===== config.mk =====
export PLATFORM = sky130hd
export DESIGN_NAME = id_ex_stage
export DESIGN_NICKNAME = d
export VERILOG_FILES = /design/src/rtl/id_ex_stage.sv
export SDC_FILE = /design/constraint.sdc
export NUM_CORES = 1
export LEC_CHECK = 0
export BUFFER_PORTS_ARGS = -buffer_cell sky130_fd_sc_hd__buf_2
export CAP_MARGIN = 15
export CORE_AREA = 2 2 118 120
export DETAILED_ROUTE_END_ITERATION = 7
export DIE_AREA = 0 0 120 122
export GPL_ROUTABILITY_DRIVEN = 0
export GPL_TIMING_DRIVEN = 0
export PLACE_DENSITY = 0.76
export SLEW_MARGIN = 30
export SYNTH_ARGS = -nofsm -noshare
export SYNTH_HDL_FRONTEND = slang
export SYNTH_SLANG_ARGS = --single-unit

===== constraint.sdc =====
create_clock -name clk -period 3.7 [get_ports clk]
set_input_delay 0.555 -clock clk [delete_from_list [all_inputs] [get_ports clk]]
set_output_delay 0.555 -clock clk [all_outputs]
set_load 0.01 [all_outputs]

===== src/rtl/id_ex_stage.sv =====
// ID/EX pipeline register with EX-side operand forwarding and load-use bubble insertion.
// Latency: one cycle from accept to alu_data*/alu_control; forwarding and hazard flag are combinational.
// Backpressure: in_ready drops on stall or load-use hazard; ID holds its instruction until accepted.
//
// Ports:
//   clk, reset                     rising-edge clock, synchronous active-high reset
//   in_valid / in_ready            ID handshake
//   stall / flush                  downstream hold / squash of EX contents
//   id_*                           decoded operands, register numbers, immediate and control
//   exmem_* / memwb_*              forwarding sources (EX/MEM has priority)
//   ex_valid, alu_*, ex_*          EX-side outputs to the ALU and EX/MEM register
//   load_use_hazard                combinational load-use detection
module id_ex_stage #(
  parameter int WIDTH = 32,
  parameter int RA_W  = 5,
  parameter int IMM_W = 16
) (
  input  logic             clk,
  input  logic             reset,
  input  logic             in_valid,
  output logic             in_ready,
  input  logic             stall,
  input  logic             flush,
  input  logic [WIDTH-1:0] id_rs_data,
  input  logic [WIDTH-1:0] id_rt_data,
  input  logic [RA_W-1:0]  id_rs,
  input  logic [RA_W-1:0]  id_rt,
  input  logic [RA_W-1:0]  id_rd,
  input  logic [IMM_W-1:0] id_imm,
  input  logic [3:0]       id_alu_ctrl,
  input  logic             id_alu_src,
  input  logic             id_reg_dst,
  input  logic             id_sign_ext,
  input  logic             id_reg_write,
  input  logic             id_mem_read,
  input  logic             id_mem_write,
  input  logic             id_mem_to_reg,
  input  logic             exmem_reg_write,
  input  logic [RA_W-1:0]  exmem_rd,
  input  logic [WIDTH-1:0] exmem_result,
  input  logic             memwb_reg_write,
  input  logic [RA_W-1:0]  memwb_rd,
  input  logic [WIDTH-1:0] memwb_result,
  output logic             ex_valid,
  output logic [WIDTH-1:0] alu_data1,
  output logic [WIDTH-1:0] alu_data2,
  output logic [3:0]       alu_control,
  output logic [WIDTH-1:0] ex_store_data,
  output logic [RA_W-1:0]  ex_wr_reg,
  output logic             ex_reg_write,
  output logic             ex_mem_read,
  output logic             ex_mem_write,
  output logic             ex_mem_to_reg,
  output logic             load_use_hazard
);

  logic             valid_q;
  logic [RA_W-1:0]  rs_q;
  logic [RA_W-1:0]  rt_q;
  logic [RA_W-1:0]  wr_reg_q;
  logic [WIDTH-1:0] rs_data_q;
  logic [WIDTH-1:0] rt_data_q;
  logic [WIDTH-1:0] imm_ext_q;
  logic [3:0]       alu_ctrl_q;
  logic             alu_src_q;
  logic             reg_write_q;
  logic             mem_read_q;
  logic             mem_write_q;
  logic             mem_to_reg_q;

  logic [WIDTH-1:0] id_imm_ext;
  logic [WIDTH-1:0] fwd_rs;
  logic [WIDTH-1:0] fwd_rt;
  logic             load;

  // Extension happens at capture so EX only ever sees a WIDTH-wide immediate.
  assign id_imm_ext = id_sign_ext ? {{(WIDTH-IMM_W){id_imm[IMM_W-1]}}, id_imm}
                                  : {{(WIDTH-IMM_W){1'b0}}, id_imm};

  // Control outputs are gated so a bubble can never write architectural state.
  assign ex_valid      = valid_q;
  assign ex_reg_write  = valid_q & reg_write_q;
  assign ex_mem_read   = valid_q & mem_read_q;
  assign ex_mem_write  = valid_q & mem_write_q;
  assign ex_mem_to_reg = valid_q & mem_to_reg_q;
  assign alu_control   = alu_ctrl_q;
  assign ex_wr_reg     = wr_reg_q;

  // rt only matters when it is an ALU operand or the store data source.
  assign load_use_hazard = ex_mem_read & in_valid & (wr_reg_q != '0) &
                           ((id_rs == wr_reg_q) |
                            ((id_rt == wr_reg_q) & (~id_alu_src | id_mem_write)));

  assign in_ready = ~stall & ~load_use_hazard;
  assign load     = in_valid & in_ready;

  // Youngest producer (EX/MEM) wins; register 0 is hard-wired and never forwarded.
  always_comb begin
    fwd_rs = rs_data_q;
    if (exmem_reg_write && exmem_rd == rs_q && rs_q != '0) begin
      fwd_rs = exmem_result;
    end else if (memwb_reg_write && memwb_rd == rs_q && rs_q != '0) begin
      fwd_rs = memwb_result;
    end
  end

  always_comb begin
    fwd_rt = rt_data_q;
    if (exmem_reg_write && exmem_rd == rt_q && rt_q != '0) begin
      fwd_rt = exmem_result;
    end else if (memwb_reg_write && memwb_rd == rt_q && rt_q != '0) begin
      fwd_rt = memwb_result;
    end
  end

  assign alu_data1     = fwd_rs;
  assign alu_data2     = alu_src_q ? imm_ext_q : fwd_rt;
  assign ex_store_data = fwd_rt;

  // Priority: reset > flush > stall > (load | bubble). Flush overrides stall so a
  // squashed instruction cannot linger in EX while the pipe is frozen.
  always_ff @(posedge clk) begin
    if (reset) begin
      valid_q      <= 1'b0;
      rs_q         <= '0;
      rt_q         <= '0;
      wr_reg_q     <= '0;
      rs_data_q    <= '0;
      rt_data_q    <= '0;
      imm_ext_q    <= '0;
      alu_ctrl_q   <= '0;
      alu_src_q    <= 1'b0;
      reg_write_q  <= 1'b0;
      mem_read_q   <= 1'b0;
      mem_write_q  <= 1'b0;
      mem_to_reg_q <= 1'b0;
    end else if (flush) begin
      valid_q      <= 1'b0;
      reg_write_q  <= 1'b0;
      mem_read_q   <= 1'b0;
      mem_write_q  <= 1'b0;
      mem_to_reg_q <= 1'b0;
    end else if (!stall) begin
      if (load) begin
        valid_q      <= 1'b1;
        rs_q         <= id_rs;
        rt_q         <= id_rt;
        wr_reg_q     <= id_reg_dst ? id_rd : id_rt;
        rs_data_q    <= id_rs_data;
        rt_data_q    <= id_rt_data;
        imm_ext_q    <= id_imm_ext;
        alu_ctrl_q   <= id_alu_ctrl;
        alu_src_q    <= id_alu_src;
        reg_write_q  <= id_reg_write;
        mem_read_q   <= id_mem_read;
        mem_write_q  <= id_mem_write;
        mem_to_reg_q <= id_mem_to_reg;
      end else begin
        // Hazard or idle: insert a bubble, datapath fields are don't-care.
        valid_q      <= 1'b0;
        reg_write_q  <= 1'b0;
        mem_read_q   <= 1'b0;
        mem_write_q  <= 1'b0;
        mem_to_reg_q <= 1'b0;
      end
    end
  end

endmodule

==> results of run 1 <==
-- metal layers --
| layer | up-vias | track usage | routed length [microns] |
|---|---|---|---|
| met5 | - | 0 | 21 |
| met3 | 42 | 0.0627 | 1950 |
| li1 | 3005 | - | - |
| met1 | 3093 | 0.377 | 9660 |
| met2 | 337 | 0.522 | 11300 |
| met4 | 4 | 0.104 | 550 |
-- worst register-to-register path: stages (launching register included) --
cell and delay, ps:
dfxtp_1 490, xor2_1 110, nor4_1 280, a22oi_1 190, o21ai_0 270, clkbuf_1 460, clkbuf_1 460, a32o_1 250
-- layout make-up --
type                       count  area (sq um)  area share
multi-input combinational    436          3260       0.424
sequential                   106          2120       0.277
timing repair buffer         298          1490       0.194
buffer                        65           285      0.0372
clock buffer                   9           225      0.0294
tap                          180           225      0.0294
clock inverter                 7          55.1     0.00718
inverter                       3          11.3     0.00147
-- cells in the mapped netlist, types with 17 or more instances --
cell type,n
mux2_2,21
nor2_1,39
dfxtp_1,106
nor3_1,18
nand2_1,36
nand3_1,17
mux2i_1,34
a32o_1,99
o21ai_0,48
buf_2,21
clkbuf_1,37
-- metrics by stage --
step	utilization	setup WS, ps	total power, mW
floorplan	-	1100	1.43
global placement	0.546	347	1.65
detailed placement	0.547	254	1.66
CTS	0.568	35.1	2.56
global route	0.568	54.1	2.65
finish	0.568	210	2.56
-- cell families (layout without fill, tap and decap cells) --
group / after synthesis / in the layout / share of synthesized area
buffers and inverters: 68 / 382 / 0.0524
XOR/XNOR: 30 / 30 / 0.0464
AO/OA/AOI/OAI: 224 / 224 / 0.321
AND/OR/NAND/NOR: 127 / 127 / 0.104
flip-flops: 106 / 106 / 0.375
multiplexers: 55 / 55 / 0.102
-- report_power, final --
part | leakage (nW) | internal (mW) | switching [mW] | total (mW)
registers | 0.861 | 1.18 | 0.0286 | 1.21
clock network | 0.132 | 0.462 | 0.459 | 0.920
logic | 2.37 | 0.195 | 0.239 | 0.433
total | 3.36 | 1.84 | 0.726 | 2.56
-- path summary, 6_finish.rpt --
check / slack [ps] / depth (start not counted) / from / endpoint
worst max-delay path: 210 / 8 / rt_q[4] / alu_data2[26]
worst min-delay path: 400 / 2 / id_rt_data[20] / rt_data_q[20]
worst max register to register: 1140 / 7 / ex_wr_reg[4] / imm_ext_q[9]
worst min register to register: 460 / 2 / imm_ext_q[15] / imm_ext_q[15]
==> flow_summary.yaml, run 1 <==
placement:
  port_buffers: 298
  place_hpwl_microns: 18700
  placed_cell_area_sq_mm: 0.00738
  dp.cells: 1088
cts:
  cts_root_buf: "clkbuf_16"
  post_cts_buffers: 0
  cts.sinks: 106
  cts-resized-gates: 0
  cts_max_level: 3
  postCtsHoldBufs: 0
  cts_made_buffers: 9
  clkLatencyLatePin_ps: 360
  cts.reportedPaths.clkPinSlew_ps: 70
  cts_tree: "done"
  clockBufferDepth: 2
cells_and_area:
  areaGrowthSynthToFinish_pct: 35.6
  num-fill-cells: 1266
  layout_common_cells: "buf_2 (319), dfxtp_1 (106), a32o_1 (99), o21ai_0 (48), nor2_1 (38)"
  antennaDiodeCount: 0
  final_nets: 1106
  final_common_cell: "buf_2"
  instances_no_fill: 1104
  stdcell_area_sq_mm: 0.00767
  largestRegisters: "rs_data_q: 32 flops, rt_data_q: 32 flops, imm_ext_q: 17 flops"
  drive_gt1_frac: 0.394
global_route:
  grt_max_degree: 19
  grt_usage: 0.303
  gr-total-overflow: 0
  grt_pass1_vias: 5876
  antenna_found_initial: 2
  grt_pass1_wl_microns: 33500
sta:
  max_freq_mhz: 287
  rsz0062_at_grt: "no"
  hold_viol: 0
  relSlewSlack: 0.441
  slew_violations: 0
  min_period_over_period: 0.943
  fin_worst_skew_ps: 5.10
  setup_viol: 0
  worst_pin_slew_ps: 831
  tns_ps: 0
  period_needed_ps: 3490
  holdWs_ps: 402
worst_setup_path:
  cp.arrival_ps: 2930
  path_cells: "buf_2 > xnor2_1 > nand4_1 > nor2_4 > clkbuf_1 > a211oi_1 > o31ai_1 > buf_2"
  critPathLaunchType: "flop"
  required_ps: 3140
  crit_slowest_cell: "nand4_1"
  cp_max_fo: 10
  cp_slowest_stage_delay_ps: 500
  cp_num_buf_inv: 3
  critPathTopFamily: "simple AND/OR/NAND/NOR gates"
  path_common_cell: "buf_2"
  crit_type: "reg -> out"
  end_kind: "output port"
run:
  maxCapViolations: 0
synth:
  async_reset_ff_frac: 0
  synth_top_area_frac: 0.375
  synth-edff-count: 0
  synth_warnings: 0
  yosysTopAreaCell: "dfxtp_1"
  ys_ff_latch: 106
  syn_nets: 797
  yosysSeqAreaShare: 0.375
  syn_area_per_cell_sq_um: 9.28
  ys.flop_type: "dfxtp_1"
  synth_area_sq_mm: 0.00566
  yosysUniqueCellTypes: 39
  netlist_top_cells_area: "dfxtp_1 (37%), a32o_1 (18%), mux2i_1 (6.0%)"
  syn_inst: 610
route:
  remaining_drc_errors: 0
  wirelength_microns: 23500
  vias: 6481
  antenna_left: 0
  via_per_inst: 5.87
  dr.pass1.iters: 6
  drt-initial-drc-count: 620
  wire_per_inst_microns: 21.3
floorplanning:
  die_area_sq_mm: 0.0146
  rows: 43
  dieHeight_microns: 122
  start_util: 0.419
  dieWidth_microns: 120
  coreArea_sq_mm: 0.0135
  ios: 299
power_and_ir_drop:
  p_leak_nw: 3.36
  power_density_mw_per_mm2: 334
  ir_worst_vdd_v: 0.000205
run_status:
  status: "complete, no violations"
hold_path:
  hold_class: "in -> reg"
Note: power is estimated with default switching activity, not from simulation.
==> inputs of run 2 (changes only) <==
==> constraint.sdc (replaced) <==
create_clock -name clk -period 3.7 [get_ports clk]
set_input_delay 0.37 -clock clk [delete_from_list [all_inputs] [get_ports clk]]
set_output_delay 0.37 -clock clk [all_outputs]
set_load 0.01 [all_outputs]
==> run 2 against run 1 <==
  * Clock skew increased by 0.91 ps
  * Total power is essentially flat
  * Final area is essentially flat
  * First-iteration DRC count shrank 0.32%
  * Sequential share of layout area about the same
  * Worst hold slack lost 190 ps
  * Combinational power about the same
  * Largest cell class unchanged
  * Largest power group unchanged
==> flow_summary.yaml, run 2 (synthesized netlist as in run 1, its figures left out) <==
run_status:
  status: "complete, no violations"
power_and_ir_drop:
  intPower_mw: 1.84
  p_leak_nw: 3.36
  power_frac_seq: 0.471
  p_comb_frac: 0.169
  clockPowerShare: 0.360
  power.switching_uw: 727
  finalPower_mw: 2.56
  power_density_mw_per_mm2: 334
  switching_share: 0.284
  ir_worst_vdd_v: 0.000205
placement:
  placed_cell_area_sq_mm: 0.00738
  port_buffers: 298
  place_hpwl_microns: 18700
  place_ws_ps: 618
  dp.cells: 1088
worst_setup_path:
  critPathLaunchType: "flop"
  crit_type: "reg -> out"
  required_ps: 3330
  cp_max_fo: 10
  cp.arrival_ps: 3100
  end_kind: "output port"
cts:
  cts.sinks: 106
  postCtsHoldBufs: 0
  cts_made_buffers: 9
  cts_tree: "done"
  clkLatencyLatePin_ps: 360
  post_cts_buffers: 0
  cts_root_buf: "clkbuf_16"
  cts.reportedPaths.clkPinSlew_ps: 70
  cts_max_level: 3
  cts-resized-gates: 0
  clockBufferDepth: 2
route:
  vias: 6475
  drt-initial-drc-count: 618
  wirelength_microns: 23500
  wire_per_inst_microns: 21.3
  remaining_drc_errors: 0
  dr.pass1.iters: 5
  antenna_left: 0
  via_per_inst: 5.86
floorplanning:
  dieWidth_microns: 120
  rows: 43
  coreArea_sq_mm: 0.0135
  start_util: 0.419
  dieHeight_microns: 122
  ios: 299
  die_area_sq_mm: 0.0146
cells_and_area:
  areaGrowthSynthToFinish_pct: 35.5
  instances_no_fill: 1105
  layout_common_cells: "buf_2 (319), dfxtp_1 (106), a32o_1 (99), o21ai_0 (48), nor2_1 (39)"
  final_nets: 1106
  largestRegisters: "rs_data_q: 32 flops, rt_data_q: 32 flops, imm_ext_q: 17 flops"
  drive_gt1_frac: 0.393
  stdcell_area_sq_mm: 0.00767
  final_common_cell: "buf_2"
hold_path:
  hold_class: "in -> reg"
global_route:
  gr-total-overflow: 0
  grt_pass1_wl_microns: 33500
  antenna_found_initial: 2
  grt_max_degree: 19
  grt_pass1_vias: 5876
  grt_usage: 0.303
sta:
  period_needed_ps: 3470
  tns_ps: 0
  rsz0062_at_grt: "no"
  worst_pin_slew_ps: 835
  relSlewSlack: 0.438
  fin_worst_skew_ps: 6.02
  hold_viol: 0
  slew_violations: 0
  max_freq_mhz: 288
  final.setup.worst_slack_ps: 233
  min_period_over_period: 0.937
  setup_viol: 0
run:
  maxCapViolations: 0
[run 2: cell types whose count changed in the layout (fill, tap and decap cells not counted)]
cell / before / now
nor2_1: 38 / 39
diode_2: 0 / 1
nor2_4: 1 / 0
[run 2: final cells by class]
type / count / area (sq um)
fillers: 1265 / 5840
multi-input cells: 436 / 3250
flip-flops and latches: 106 / 2120
repair buffers: 298 / 1490
plain buffers: 65 / 285
clock buffers: 9 / 225
well taps: 180 / 225
clock inverters: 7 / 55.1
inverters: 3 / 11.3
diodes: 1 / 2.50
[run 2: worst paths after layout]
path | start | endpoint | slack [ps] | cells past startpoint
hold / removal | id_rt_data[20] | rt_data_q[20] | 220 | 2
setup / recovery | rt_q[4] | alu_data2[24] | 230 | 8
hold reg to reg | imm_ext_q[15] | imm_ext_q[15] | 460 | 2
setup reg to reg | ex_wr_reg[4] | rs_data_q[8] | 1140 | 7
[run 2: layer usage]
| layer | GRT usage | share of wire | up-vias |
|---|---|---|---|
| met5 | 0 | 0.00055 | - |
| met4 | 0.104 | 0.025 | 2 |
| met3 | 0.0627 | 0.085 | 42 |
| met2 | 0.522 | 0.48 | 353 |
| met1 | 0.377 | 0.41 | 3072 |
| li1 | - | - | 3006 |
[run 2: worst max-delay path: stages (launching register included)]
cell	delay, ps
dfxtp_1	310
buf_2	210
xnor2_1	140
nand4_1	430
nor2_1	620
clkbuf_1	440
a211oi_1	130
o31ai_1	270
buf_2	180
[run 2: power by group through the flow]
stage	clock network (mW)	logic (mW)	registers, mW
floorplan	0	0.202	1.22
global placement	0	0.423	1.23
detailed placement	0	0.428	1.23
CTS	0.926	0.429	1.21
global route	0.979	0.463	1.21
finish	0.922	0.432	1.21
[run 2: stage by stage]
step	utilization	hold slack, ps
after floorplan	-	434
after global placement	0.546	444
after detailed placement	0.547	449
after CTS	0.568	210
after global routing	0.568	214
final	0.568	216
==> inputs of run 3 (changes only) <==
--- a/config.mk
+++ b/config.mk
@@ -12,7 +12,7 @@
 export DIE_AREA = 0 0 120 122
 export GPL_ROUTABILITY_DRIVEN = 0
 export GPL_TIMING_DRIVEN = 0
-export PLACE_DENSITY = 0.76
+export PLACE_DENSITY = 0.87
 export SLEW_MARGIN = 30
 export SYNTH_ARGS = -nofsm -noshare
 export SYNTH_HDL_FRONTEND = slang
==> constraint.sdc (replaced) <==
create_clock -name clk -period 4.1 [get_ports clk]
set_input_delay 0.41 -clock clk [delete_from_list [all_inputs] [get_ports clk]]
set_output_delay 0.41 -clock clk [all_outputs]
set_load 0.01 [all_outputs]
==> run 3 against run 2 <==
  * Critical path depth stayed put
  * Largest cell class unchanged
  * Total power is 6.6% lower
  * Sequential share of layout area is 0.13 points lower
  * Sequential power is 9.9% lower
  * Critical path type unchanged
==> flow_summary.yaml, run 3 (synthesized netlist as in run 1, its figures left out) <==
floorplanning:
  die_area_sq_mm: 0.0146
  start_util: 0.419
  dieHeight_microns: 122
  rows: 43
  coreArea_sq_mm: 0.0135
  dieWidth_microns: 120
  ios: 299
power_and_ir_drop:
  power_density_mw_per_mm2: 311
  switching_share: 0.279
  power_frac_seq: 0.455
  p_comb_frac: 0.167
  power.switching_uw: 667
  p_leak_nw: 3.39
  clockPowerShare: 0.378
  ir_worst_vdd_v: 0.000270
  intPower_mw: 1.73
sta:
  fin_worst_skew_ps: 6.82
  worst_pin_slew_ps: 793
  max_freq_mhz: 276
  slew_violations: 0
  setup_viol: 0
  hold_viol: 0
  min_period_over_period: 0.882
  tns_ps: 0
  relSlewSlack: 0.471
  rsz0062_at_grt: "no"
  period_needed_ps: 3620
route:
  drt-initial-drc-count: 683
  remaining_drc_errors: 0
  dr.pass1.iters: 6
  vias: 6650
  wire_per_inst_microns: 21.4
  antenna_left: 0
  wirelength_microns: 23600
  via_per_inst: 6.02
global_route:
  antenna_found_initial: 0
  grt_max_degree: 20
  grt_pass1_wl_microns: 34300
  grt_pass1_vias: 6122
  grt_usage: 0.307
  gr-total-overflow: 0
run_status:
  status: "complete, no violations"
cells_and_area:
  layout_common_cells: "buf_2 (319), dfxtp_1 (106), a32o_1 (99), o21ai_0 (48), nor2_1 (39)"
  areaGrowthSynthToFinish_pct: 36.1
  drive_gt1_frac: 0.393
  stdcell_area_sq_mm: 0.00770
  num-fill-cells: 1243
  largestRegisters: "rs_data_q: 32 flops, rt_data_q: 32 flops, imm_ext_q: 17 flops"
  antennaDiodeCount: 0
  final_core_util: 0.570
  final_nets: 1106
  multi_input_area_sq_mm: 0.00326
  seq_area_sq_mm: 0.00212
  final_common_cell: "buf_2"
placement:
  place_hpwl_microns: 18700
  placed_cell_area_sq_mm: 0.00739
  port_buffers: 298
worst_setup_path:
  crit_type: "reg -> out"
  cp_max_fo: 10
  cp.arrival_ps: 3210
  path_cells: "buf_2 > xnor2_1 > nand4_1 > nor2_1 > clkbuf_1 > a211oi_1 > o31ai_1 > buf_2"
  critPathLaunchType: "flop"
  cp_num_buf_inv: 3
  end_kind: "output port"
  crit_slowest_cell: "nor2_1"
  cp_slowest_stage_delay_ps: 740
  critPathTopFamily: "simple AND/OR/NAND/NOR gates"
  path_common_cell: "buf_2"
  required_ps: 3690
hold_path:
  hold_class: "in -> reg"
cts:
  cts-resized-gates: 0
  cts_root_buf: "clkbuf_16"
  cts_tree: "done"
  cts.sinks: 106
  post_cts_buffers: 0
  clockBufferDepth: 2
  postCtsHoldBufs: 0
  cts.reportedPaths.clkPinSlew_ps: 80
  clkLatencyLatePin_ps: 350
  cts_max_level: 3
  cts_made_buffers: 9
run:
  maxCapViolations: 0
-- run 3: path summary, 6_finish.rpt --
path | start | to | slack [ps] | depth (start not counted)
max | rt_q[4] | alu_data2[30] | 480 | 8
min | id_imm[8] | imm_ext_q[8] | 260 | 2
max reg2reg | ex_wr_reg[4] | imm_ext_q[9] | 1420 | 7
min reg2reg | imm_ext_q[15] | imm_ext_q[15] | 460 | 2
-- run 3: layer usage --
layer	track usage	vias to the layer above	part of all wire	wire length, microns
met5	0	-	0	0
met3	0.0726	60	0.094	2220
met4	0.101	0	0.027	632
met2	0.525	423	0.47	11200
met1	0.380	3162	0.40	9560
li1	-	3005	-	-
-- run 3: metrics by stage --
step | std cells | hold WS (ps) | setup slack [ps] | total power [mW]
2_1_floorplan | 610 | 434 | 1710 | 1.29
3_3_place_gp | 1088 | 445 | 924 | 1.49
3_5_place_dp | 1088 | 454 | 912 | 1.50
4_1_cts | 1104 | 249 | 532 | 2.40
5_1_grt | 1104 | 248 | 282 | 2.48
6_report | 1104 | 261 | 483 | 2.39
-- run 3: layout make-up --
type                            instances  share of cell area
Timing Repair Buffer                  298               0.194
Tap cell                              180              0.0292
Clock buffer                            9              0.0292
Inverter                                3             0.00146
Sequential cell                       106               0.276
Buffer                                 65              0.0370
Clock inverter                          7              0.0109
Multi-Input combinational cell        436               0.423
-- run 3: power by group through the flow --
stage          combinational (mW)  sequential (mW)  clock (mW)
2_1_floorplan               0.182             1.11           0
3_3_place_gp                0.383             1.11           0
3_5_place_dp                0.392             1.11           0
4_1_cts                     0.394             1.09       0.916
5_1_grt                     0.426             1.09       0.964
6_report                    0.399             1.09       0.905
